<file path="src/rtl/dm_ctrl_pkg.sv">
// Shared encodings for the data-memory access controller:
// FSM states, requester ids and the fixed D-port byte-enable mask.
package dm_ctrl_pkg;

    typedef enum logic [1:0] {
        IDLE  = 2'd0,
        ISSUE = 2'd1,
        WAIT  = 2'd2,
        RESP  = 2'd3
    } state_e;

    localparam logic OWN_M = 1'b0;
    localparam logic OWN_D = 1'b1;

    localparam logic [3:0] BE_FULL = 4'hF;

endpackage

</file>
<file path="src/rtl/dm_arb_pick.sv">
// Grant decision between the M stage and the debug/DMA port, with a
// starvation counter that forces D through after STARVE_MAX M grants.
module dm_arb_pick
    import dm_ctrl_pkg::*;
#(
    parameter int unsigned STARVE_MAX = 4
) (
    input  logic clk,
    input  logic reset,
    input  logic in_idle,
    input  logic m_req,
    input  logic d_req,
    output logic grant_valid,
    output logic grant_owner
);

    logic [3:0] starve_q, starve_d;

    always_comb begin
        grant_valid = in_idle & (m_req | d_req);
        grant_owner = (d_req && (!m_req || starve_q == 4'(STARVE_MAX))) ? OWN_D : OWN_M;

        starve_d = starve_q;
        if (in_idle) begin
            // No waiting D or a D grant both reset the fairness window.
            if (!d_req || grant_owner == OWN_D) begin
                starve_d = '0;
            end else if (starve_q != 4'(STARVE_MAX)) begin
                starve_d = starve_q + 4'd1;
            end
        end
    end

    always_ff @(posedge clk) begin
        if (reset) begin
            starve_q <= '0;
        end else begin
            starve_q <= starve_d;
        end
    end

endmodule

</file>
<file path="src/rtl/dm_access_ctrl.sv">
// Sequences single-port data-memory accesses for the M stage and a debug/DMA
// port, turning the fixed MEM_LAT read latency into a request/done handshake.
module dm_access_ctrl
    import dm_ctrl_pkg::*;
#(
    parameter int unsigned MEM_LAT    = 2,
    parameter int unsigned STARVE_MAX = 4
) (
    input  logic        clk,
    input  logic        reset,
    input  logic        m_req,
    input  logic        m_we,
    input  logic [31:0] m_addr,
    input  logic [31:0] m_wdata,
    input  logic [3:0]  m_be,
    output logic        m_stall,
    output logic        m_done,
    output logic [31:0] m_rdata,
    input  logic        d_req,
    input  logic        d_we,
    input  logic [31:0] d_addr,
    input  logic [31:0] d_wdata,
    output logic        d_done,
    output logic [31:0] d_rdata,
    output logic        mem_en,
    output logic        mem_we,
    output logic [31:0] mem_addr,
    output logic [31:0] mem_wdata,
    output logic [3:0]  mem_be,
    input  logic [31:0] mem_rdata
);

    state_e      state_q, state_d;
    logic        own_q, own_d;
    logic        we_q, we_d;
    logic [31:0] addr_q, addr_d;
    logic [31:0] wdata_q, wdata_d;
    logic [3:0]  be_q, be_d;
    logic [3:0]  cnt_q, cnt_d;
    logic [31:0] m_rdata_q, m_rdata_d;
    logic [31:0] d_rdata_q, d_rdata_d;
    logic        grant_valid, grant_owner;

    dm_arb_pick #(
        .STARVE_MAX(STARVE_MAX)
    ) u_arb (
        .clk        (clk),
        .reset      (reset),
        .in_idle    (state_q == IDLE),
        .m_req      (m_req),
        .d_req      (d_req),
        .grant_valid(grant_valid),
        .grant_owner(grant_owner)
    );

    always_comb begin
        state_d   = state_q;
        own_d     = own_q;
        we_d      = we_q;
        addr_d    = addr_q;
        wdata_d   = wdata_q;
        be_d      = be_q;
        cnt_d     = cnt_q;
        m_rdata_d = m_rdata_q;
        d_rdata_d = d_rdata_q;

        case (state_q)
            IDLE: begin
                if (grant_valid) begin
                    own_d = grant_owner;
                    if (grant_owner == OWN_D) begin
                        we_d    = d_we;
                        addr_d  = d_addr;
                        wdata_d = d_wdata;
                        be_d    = BE_FULL;
                    end else begin
                        we_d    = m_we;
                        addr_d  = m_addr;
                        wdata_d = m_wdata;
                        be_d    = m_be;
                    end
                    state_d = ISSUE;
                end
            end
            ISSUE: begin
                cnt_d   = 4'(MEM_LAT);
                state_d = WAIT;
            end
            WAIT: begin
                cnt_d = cnt_q - 4'd1;
                // cnt_q==1 is exactly MEM_LAT cycles after the command cycle.
                if (cnt_q == 4'd1) begin
                    if (!we_q) begin
                        if (own_q == OWN_D) d_rdata_d = mem_rdata;
                        else                m_rdata_d = mem_rdata;
                    end
                    state_d = RESP;
                end
            end
            RESP: begin
                state_d = IDLE;
            end
            default: state_d = IDLE;
        endcase
    end

    always_ff @(posedge clk) begin
        if (reset) begin
            state_q   <= IDLE;
            own_q     <= OWN_M;
            we_q      <= 1'b0;
            addr_q    <= '0;
            wdata_q   <= '0;
            be_q      <= '0;
            cnt_q     <= '0;
            m_rdata_q <= '0;
            d_rdata_q <= '0;
        end else begin
            state_q   <= state_d;
            own_q     <= own_d;
            we_q      <= we_d;
            addr_q    <= addr_d;
            wdata_q   <= wdata_d;
            be_q      <= be_d;
            cnt_q     <= cnt_d;
            m_rdata_q <= m_rdata_d;
            d_rdata_q <= d_rdata_d;
        end
    end

    assign mem_en    = (state_q == ISSUE);
    assign mem_we    = mem_en & we_q;
    assign mem_addr  = addr_q;
    assign mem_wdata = wdata_q;
    assign mem_be    = be_q;

    assign m_done  = (state_q == RESP) && (own_q == OWN_M);
    assign d_done  = (state_q == RESP) && (own_q == OWN_D);
    assign m_rdata = m_rdata_q;
    assign d_rdata = d_rdata_q;
    assign m_stall = m_req & ~m_done;

endmodule

</file>
<file path="config.mk">
export PLATFORM = sky130hd
export DESIGN_NAME = dm_access_ctrl
export DESIGN_NICKNAME = d
export VERILOG_FILES = /design/src/rtl/dm_ctrl_pkg.sv /design/src/rtl/dm_arb_pick.sv /design/src/rtl/dm_access_ctrl.sv
export SDC_FILE = /design/constraint.sdc
export NUM_CORES = 1
export LEC_CHECK = 0
export CORE_ASPECT_RATIO = 2
export CORE_UTILIZATION = 38
export DETAILED_ROUTE_END_ITERATION = 10
export HOLD_SLACK_MARGIN = 0.08
export PLACE_DENSITY = 0.8
export SYNTH_ARGS = -nofsm -noshare
export SYNTH_HDL_FRONTEND = slang
export SYNTH_SLANG_ARGS = --single-unit
</file>
<file path="constraint.sdc">
create_clock -name clk -period 1.8 [get_ports clk]
set_input_delay 0.18 -clock clk [delete_from_list [all_inputs] [get_ports clk]]
set_output_delay 0.18 -clock clk [all_outputs]
set_load 0.005 [all_outputs]
</file>
==> results of run 1 <==
-- stage by stage --
stage	setup slack, ns	instance area, sq um	power (mW)
2_1_floorplan	0.0192	6740	6.24
3_3_place_gp	0.0338	10100	8.62
3_5_place_dp	-0.0358	10100	8.66
4_1_cts	0.000290	10700	12.6
5_1_grt	0.0200	10800	13.2
6_report	0.0848	10800	12.6
-- area by class of cell --
class | count | area share [%]
antenna | 2 | 0.0463
clock buffer | 19 | 4.00
clock inverter | 13 | 1.96
inverter | 11 | 0.382
multi-input combinational | 493 | 32.2
sequential | 144 | 26.7
tap | 210 | 2.43
timing repair buffer | 342 | 32.3
-- routing by layer --
metal  part of all wire, %  vias up  wire length (um)
met2                    53      307             12600
met3                   6.9       51              1640
li1                      -     3321                 -
met1                    36     3263              8570
met4                   4.2        0               995
met5                     0        -                 0
-- synthesized netlist by cell type, types with 5 or more instances --
cell type  instances  area (sq um)
nor2_1            65           244
nand2_1           39           146
a211oi_1          67           503
buf_4              5          37.5
a31o_1            29           254
and4b_1           65           651
buf_2             19          95.1
nand2b_1          34           213
mux2i_1           34           340
o21ai_0           14          70.1
ha_1               8           100
inv_1             10          37.5
dfxtp_1          144          2880
nor3_1            10          50.1
nor4_1            87           544
a21oi_1            8          40.0
clkbuf_1          63           236
-- cell families (layout without fill, tap and decap cells) --
group                      Yosys count  count (layout)  synth area share (%)
adders and majority gates            8               8                  1.48
buffers and inverters              102             385                  6.64
other                                0               2                     0
and+or+nand+nor                    321             321                  29.7
muxes                               34              34                  5.05
DFF                                144             144                  42.8
AOI/OAI and AO/OA                  130             130                  14.3
-- flip-flops by register name, indices dropped and copies added, names as in the netlist --
register,flops
cnt_q,4
we_q,1
mem_wdata,32
state_q,2
d_rdata,32
u_arb.starve_q,4
mem_addr,32
mem_be,4
m_rdata,32
own_q,1
-- worst max-delay path, cell delays in order, from the launching register on --
cell and delay, ns:
dfxtp_2 0.33, inv_1 0.09, ha_2 0.18, clkdlybuf4s50_1 0.52
-- repair_timing --
action / 4_1_cts / 5_1_grt
setup buffers: 1 / 0
pin swaps: 0 / 0
hold buffers: 1 / 0
hold endpoints to repair: 10 / 0
resized for setup: 9 / 7
endpoints found under the setup margin: 4 / 6
gates cloned: 0 / 1
-- power groups by stage --
stage                     Sequential [mW]  Clock (mW)  Combinational [mW]
final                                4.10        3.90                4.59
after CTS                            4.10        3.97                4.57
after floorplan                      4.13           0                2.11
after global routing                 4.16        4.10                4.95
after global placement               4.15           0                4.47
after detailed placement             4.14           0                4.52
-- worst max-delay path by stage --
stage	start	end	cells past startpoint
6_report	state_q[1]$_SDFFE_PP0P_	mem_en	3
5_1_grt	state_q[1]$_SDFFE_PP0P_	mem_en	3
4_1_cts	own_q$_SDFFE_PP0P_	d_done	2
3_5_place_dp	d_req	mem_addr[19]$_SDFFE_PP0P_	6
3_3_place_gp	d_req	mem_be[0]$_SDFFE_PP0P_	7
2_1_floorplan	state_q[0]$_SDFFE_PP0P_	d_rdata[23]$_SDFFE_PP0P_	9
==> flow_metrics.tcl, run 1 <==
set metrics [dict create \
    grt_pass1_vias 6747 \
    dpl.hpwl_um 16300 \
    final-hold-violation-count 0 \
    slew_violations 0 \
    die_h_um 190 \
    layout.nets 1187 \
    layout.cells.non_filler 1234 \
    ys_seq_elements 144 \
    grt.met2_usage_pct 45.0 \
    syn_area_per_cell_sq_um 9.12 \
    critPathKind "flip-flop to primary output" \
    cts_buffer_depth 2 \
    drcViolationCount 0 \
    finalCritPeriodShare_pct 95.3 \
    critPathMaxFanout 3 \
    cp.required_ns 1.62 \
    skew_ns 0.0103 \
    intPower_mw 8.54 \
    end_kind "primary output" \
    synth_fp_nets 917 \
    yosys_warnings 0 \
    r2r-end "mem_addr[16]$_SDFFE_PP0P_" \
    drtIter0Drc 259 \
    use_met3_pct 6.70 \
    antenna_found_initial 1 \
    core_sq_um 17300 \
    syn_to_final_growth_pct 60.3 \
    dr.pass1.iters 5 \
    synthArstFlopShare_pct 0 \
    ys_seq_area_share_pct 42.8 \
    power_density_nw_per_um2 1160 \
    htreeDepth 4 \
    fillers 1463 \
    reg2reg_setup_slack_ns 0.11 \
    combPwrFrac_pct 36.4 \
    clock-sinks 144 \
    startpoint_type "flip-flop" \
    tightest_slew_ns 0.622 \
    path_clk_slew_ns 0.06 \
    dp.cells 1197 \
    overflow 0 \
    numCtsBuffers 17 \
    viasPerCell 5.63 \
    ios 307 \
    ys_types 42 \
    register_area_sq_um 2890 \
    synth_ff_type "dfxtp_1" \
    rsz0062_at_grt "false" \
    maxCapViolations 0 \
    top_usage_layer "met2" \
    holdCritStartpoint "m_req" \
    gp_congestion 0.826 \
    r2r-start "u_arb.starve_q[0]$_SDFFE_PP0P_" \
    hold_ws_ns 0.191 \
    switching_power_mw 4.05 \
    wl_um 23800 \
    grt_usage_pct 25.5 \
    whs_path_depth 3 \
    final_util_pct 62.6 \
    grt_pass1_wl_um 35400 \
    netlist_area_sq_um 6740 \
    crit_arrival_ns 1.54 \
    syn_inst 739 \
    layout_commonest_cell "clkdlybuf4s50_1" \
    cts_tree "done" \
    p_clk_share_pct 31.0 \
    synth_edf_count 0 \
    power.leakage_nw 3.99 \
    rows 68 \
    final_antenna_net_count 0 \
    use_met1_pct 26.9 \
    vias 6942 \
    fin_tns_setup_ns 0 \
    setup_viol 0 \
    reg2reg_depth 6 \
    cts-root-buf "clkbuf_16" \
    multi_input_area_sq_um 3480 \
    holdPathEnd "u_arb.starve_q[3]$_SDFFE_PP0P_" \
    swShare_pct 32.2 \
    fmax_mhz 583 \
    outcome "completed" \
    initial_core_util_pct 39.0 \
    ir_worst_vdd_v 0.000827 \
    grt_max_degree 92 \
    io_buffers 306 \
    layout-drive-gt1-share_pct 8.61 \
    die-area_sq_um 18300 \
    avgRoutedWirePerCell_um 19.3 \
    seqPwrFrac_pct 32.6 \
    holdCritPathClass "input port to flip-flop" \
    clk_latency_ns 0.43 \
    die_x_um 96.2 \
    max_slew_margin_pct 58.5 \
    period_needed_ns 1.72 \
    layout_common_cells "300 x clkdlybuf4s50_1, 142 x dfxtp_1, 84 x nor4_1, 66 x a211oi_1" \
]
(Power assumes the default switching activity.)
==> run 2, diff against run 1 <==
--- a/config.mk
+++ b/config.mk
@@ -5,6 +5,7 @@
 export SDC_FILE = /design/constraint.sdc
 export NUM_CORES = 1
 export LEC_CHECK = 0
+export CAP_MARGIN = 20
 export CORE_ASPECT_RATIO = 2
 export CORE_UTILIZATION = 38
 export DETAILED_ROUTE_END_ITERATION = 10
==> results of run 2 <==
No change in the layout: final DEF, timing and power equal those of run 1.
==> run 3, diff against run 2 <==
--- a/config.mk
+++ b/config.mk
@@ -7,10 +7,10 @@
 export LEC_CHECK = 0
 export CAP_MARGIN = 20
 export CORE_ASPECT_RATIO = 2
-export CORE_UTILIZATION = 38
+export CORE_UTILIZATION = 39
+export CTS_BUF_LIST = sky130_fd_sc_hd__clkbuf_4
 export DETAILED_ROUTE_END_ITERATION = 10
-export HOLD_SLACK_MARGIN = 0.08
-export PLACE_DENSITY = 0.8
+export PLACE_DENSITY = 0.82
 export SYNTH_ARGS = -nofsm -noshare
 export SYNTH_HDL_FRONTEND = slang
 export SYNTH_SLANG_ARGS = --single-unit
==> run 3 against run 2 <==
Effect of this change:
- core utilization up 0.53 points
- worst hold slack improved by 0.043 ns
- worst setup slack lost 0.027 ns
- highest routed layer unchanged
==> flow_metrics.tcl, run 3 (synthesis gave the netlist of run 1 again) <==
set metrics [dict create \
    skew_ns 0.0268 \
    syn_to_final_growth_pct 57.7 \
    fmax_mhz 574 \
    avgRoutedWirePerCell_um 20.2 \
    path_clk_slew_ns 0.16 \
    dp.cells 1195 \
    overflow 0 \
    layout_commonest_cell "clkdlybuf4s50_1" \
    critPathMaxFanout 15 \
    fin_tns_setup_ns 0 \
    final-hold-violation-count 0 \
    ios 307 \
    gp_congestion 0.845 \
    final_util_pct 63.1 \
    end_kind "flip-flop" \
    clock-sinks 144 \
    fillers 1379 \
    layout_common_cells "299 x clkdlybuf4s50_1, 139 x dfxtp_1, 84 x nor4_1, 66 x a211oi_1" \
    htreeDepth 4 \
    startpoint_type "flip-flop" \
    rsz0062_at_grt "true" \
    whs_path_depth 3 \
    io_buffers 306 \
    die_x_um 95.0 \
    p_total_mw 10.6 \
    layout-drive-gt1-share_pct 10.2 \
    max_slew_margin_pct 66.2 \
    antenna_found_initial 1 \
    holdCritPathClass "input port to flip-flop" \
    grt_pass1_wl_um 35200 \
    maxCapViolations 0 \
    die-area_sq_um 17900 \
    wl_um 25000 \
    ir_worst_vdd_v 0.000705 \
    slew_violations 0 \
    grt_pass1_vias 6691 \
    final_antenna_net_count 0 \
    core_sq_um 16800 \
    dr.pass1.iters 5 \
    outcome "completed" \
    setup_slack_ns 0.0583 \
    layout.nets 1199 \
    power.leakage_nw 3.92 \
    drtIter0Drc 302 \
    dpl.hpwl_um 16700 \
    critPathKind "flip-flop to flip-flop" \
    clk_latency_ns 0.53 \
    period_needed_ns 1.74 \
    drcViolationCount 0 \
    numCtsBuffers 17 \
    grt_max_degree 101 \
    cp.required_ns 2.27 \
    grt_usage_pct 25.6 \
    tightest_slew_ns 0.507 \
    hold_ws_ns 0.234 \
    layout.cells.non_filler 1242 \
    vias 7082 \
    power_density_nw_per_um2 999 \
    crit_arrival_ns 2.21 \
    placed_cell_area_sq_um 10100 \
    reg2reg_depth 8 \
    cts_tree "done" \
    finalCritPeriodShare_pct 96.8 \
    setup_viol 0 \
    rows 67 \
    stdcell_area_sq_um 10600 \
    cts_buffer_depth 2 \
    preCtsSetupSlack_ns -0.00763 \
    die_h_um 188 \
    initial_core_util_pct 40.0 \
    viasPerCell 5.70 \
    cts-root-buf "clkbuf_4" \
]
[run 3: cell types whose count changed in the layout (fill, tap and decap cells not counted), sizes merged]
cell / before / now
bufinv: 5 / 0
diode: 2 / 1
clkdlybuf4s50: 300 / 299
dlymetal6s2s: 1 / 0
inv: 12 / 19
dlygate4sd2: 3 / 4
clkinv: 6 / 4
clkbuf: 20 / 25
clkinvlp: 1 / 2
buf: 36 / 43
[run 3: what timing repair did]
item	CTS	global route
resized for setup	7	17
hold buffers	1	0
setup buffers	1	3
pin swaps	0	2
gates cloned	0	9
setup endpoints to repair	5	64
endpoints found under the hold margin	1	0
[run 3: final timing paths]
check	slack, ns	end	startpoint
max	0.06	m_rdata[16]$_SDFFE_PP0P_	state_q[1]$_SDFFE_PP0P_
max reg2reg	0.06	m_rdata[16]$_SDFFE_PP0P_	state_q[1]$_SDFFE_PP0P_
min	0.23	m_rdata[1]$_SDFFE_PP0P_	mem_rdata[1]
min reg2reg	0.47	m_rdata[14]$_SDFFE_PP0P_	m_rdata[14]$_SDFFE_PP0P_
[run 3: area by class of cell]
cell class                      instances  area [sq um]  area share, %
Timing Repair Buffer                  354          3710           34.9
Clock inverter                         14           119           1.12
Inverter                               11          41.3          0.388
Tap cell                              207           259           2.43
Clock buffer                           18           135           1.27
Antenna cell                            1          2.50         0.0235
Sequential cell                       144          2890           27.2
Multi-Input combinational cell        493          3480           32.7
[run 3: layer usage]
metal | global-route usage, % | routed length (um) | vias to the layer above
li1 | - | - | 3353
met1 | 27.0 | 8780 | 3335
met3 | 5.72 | 1610 | 67
met4 | 13.8 | 1150 | 0
met2 | 45.7 | 13500 | 327
met5 | 0 | 0 | -
[run 3: power by group]
group / internal, mW / switching (mW) / leakage (nW) / total [mW]
sequential: 3.75 / 0.360 / 1.18 / 4.11
clock: 0.606 / 1.33 / 0.137 / 1.93
combinational: 2.28 / 2.29 / 2.60 / 4.57
[run 3: critical path: stages, from the launching register on]
cell,delay (ns)
dfxtp_2,0.37
buf_4,0.13
ha_4,0.12
nand4bb_1,0.13
buf_4,0.18
nor3_4,0.22
buf_12,0.15
clkbuf_16,0.20
mux2i_1,0.20
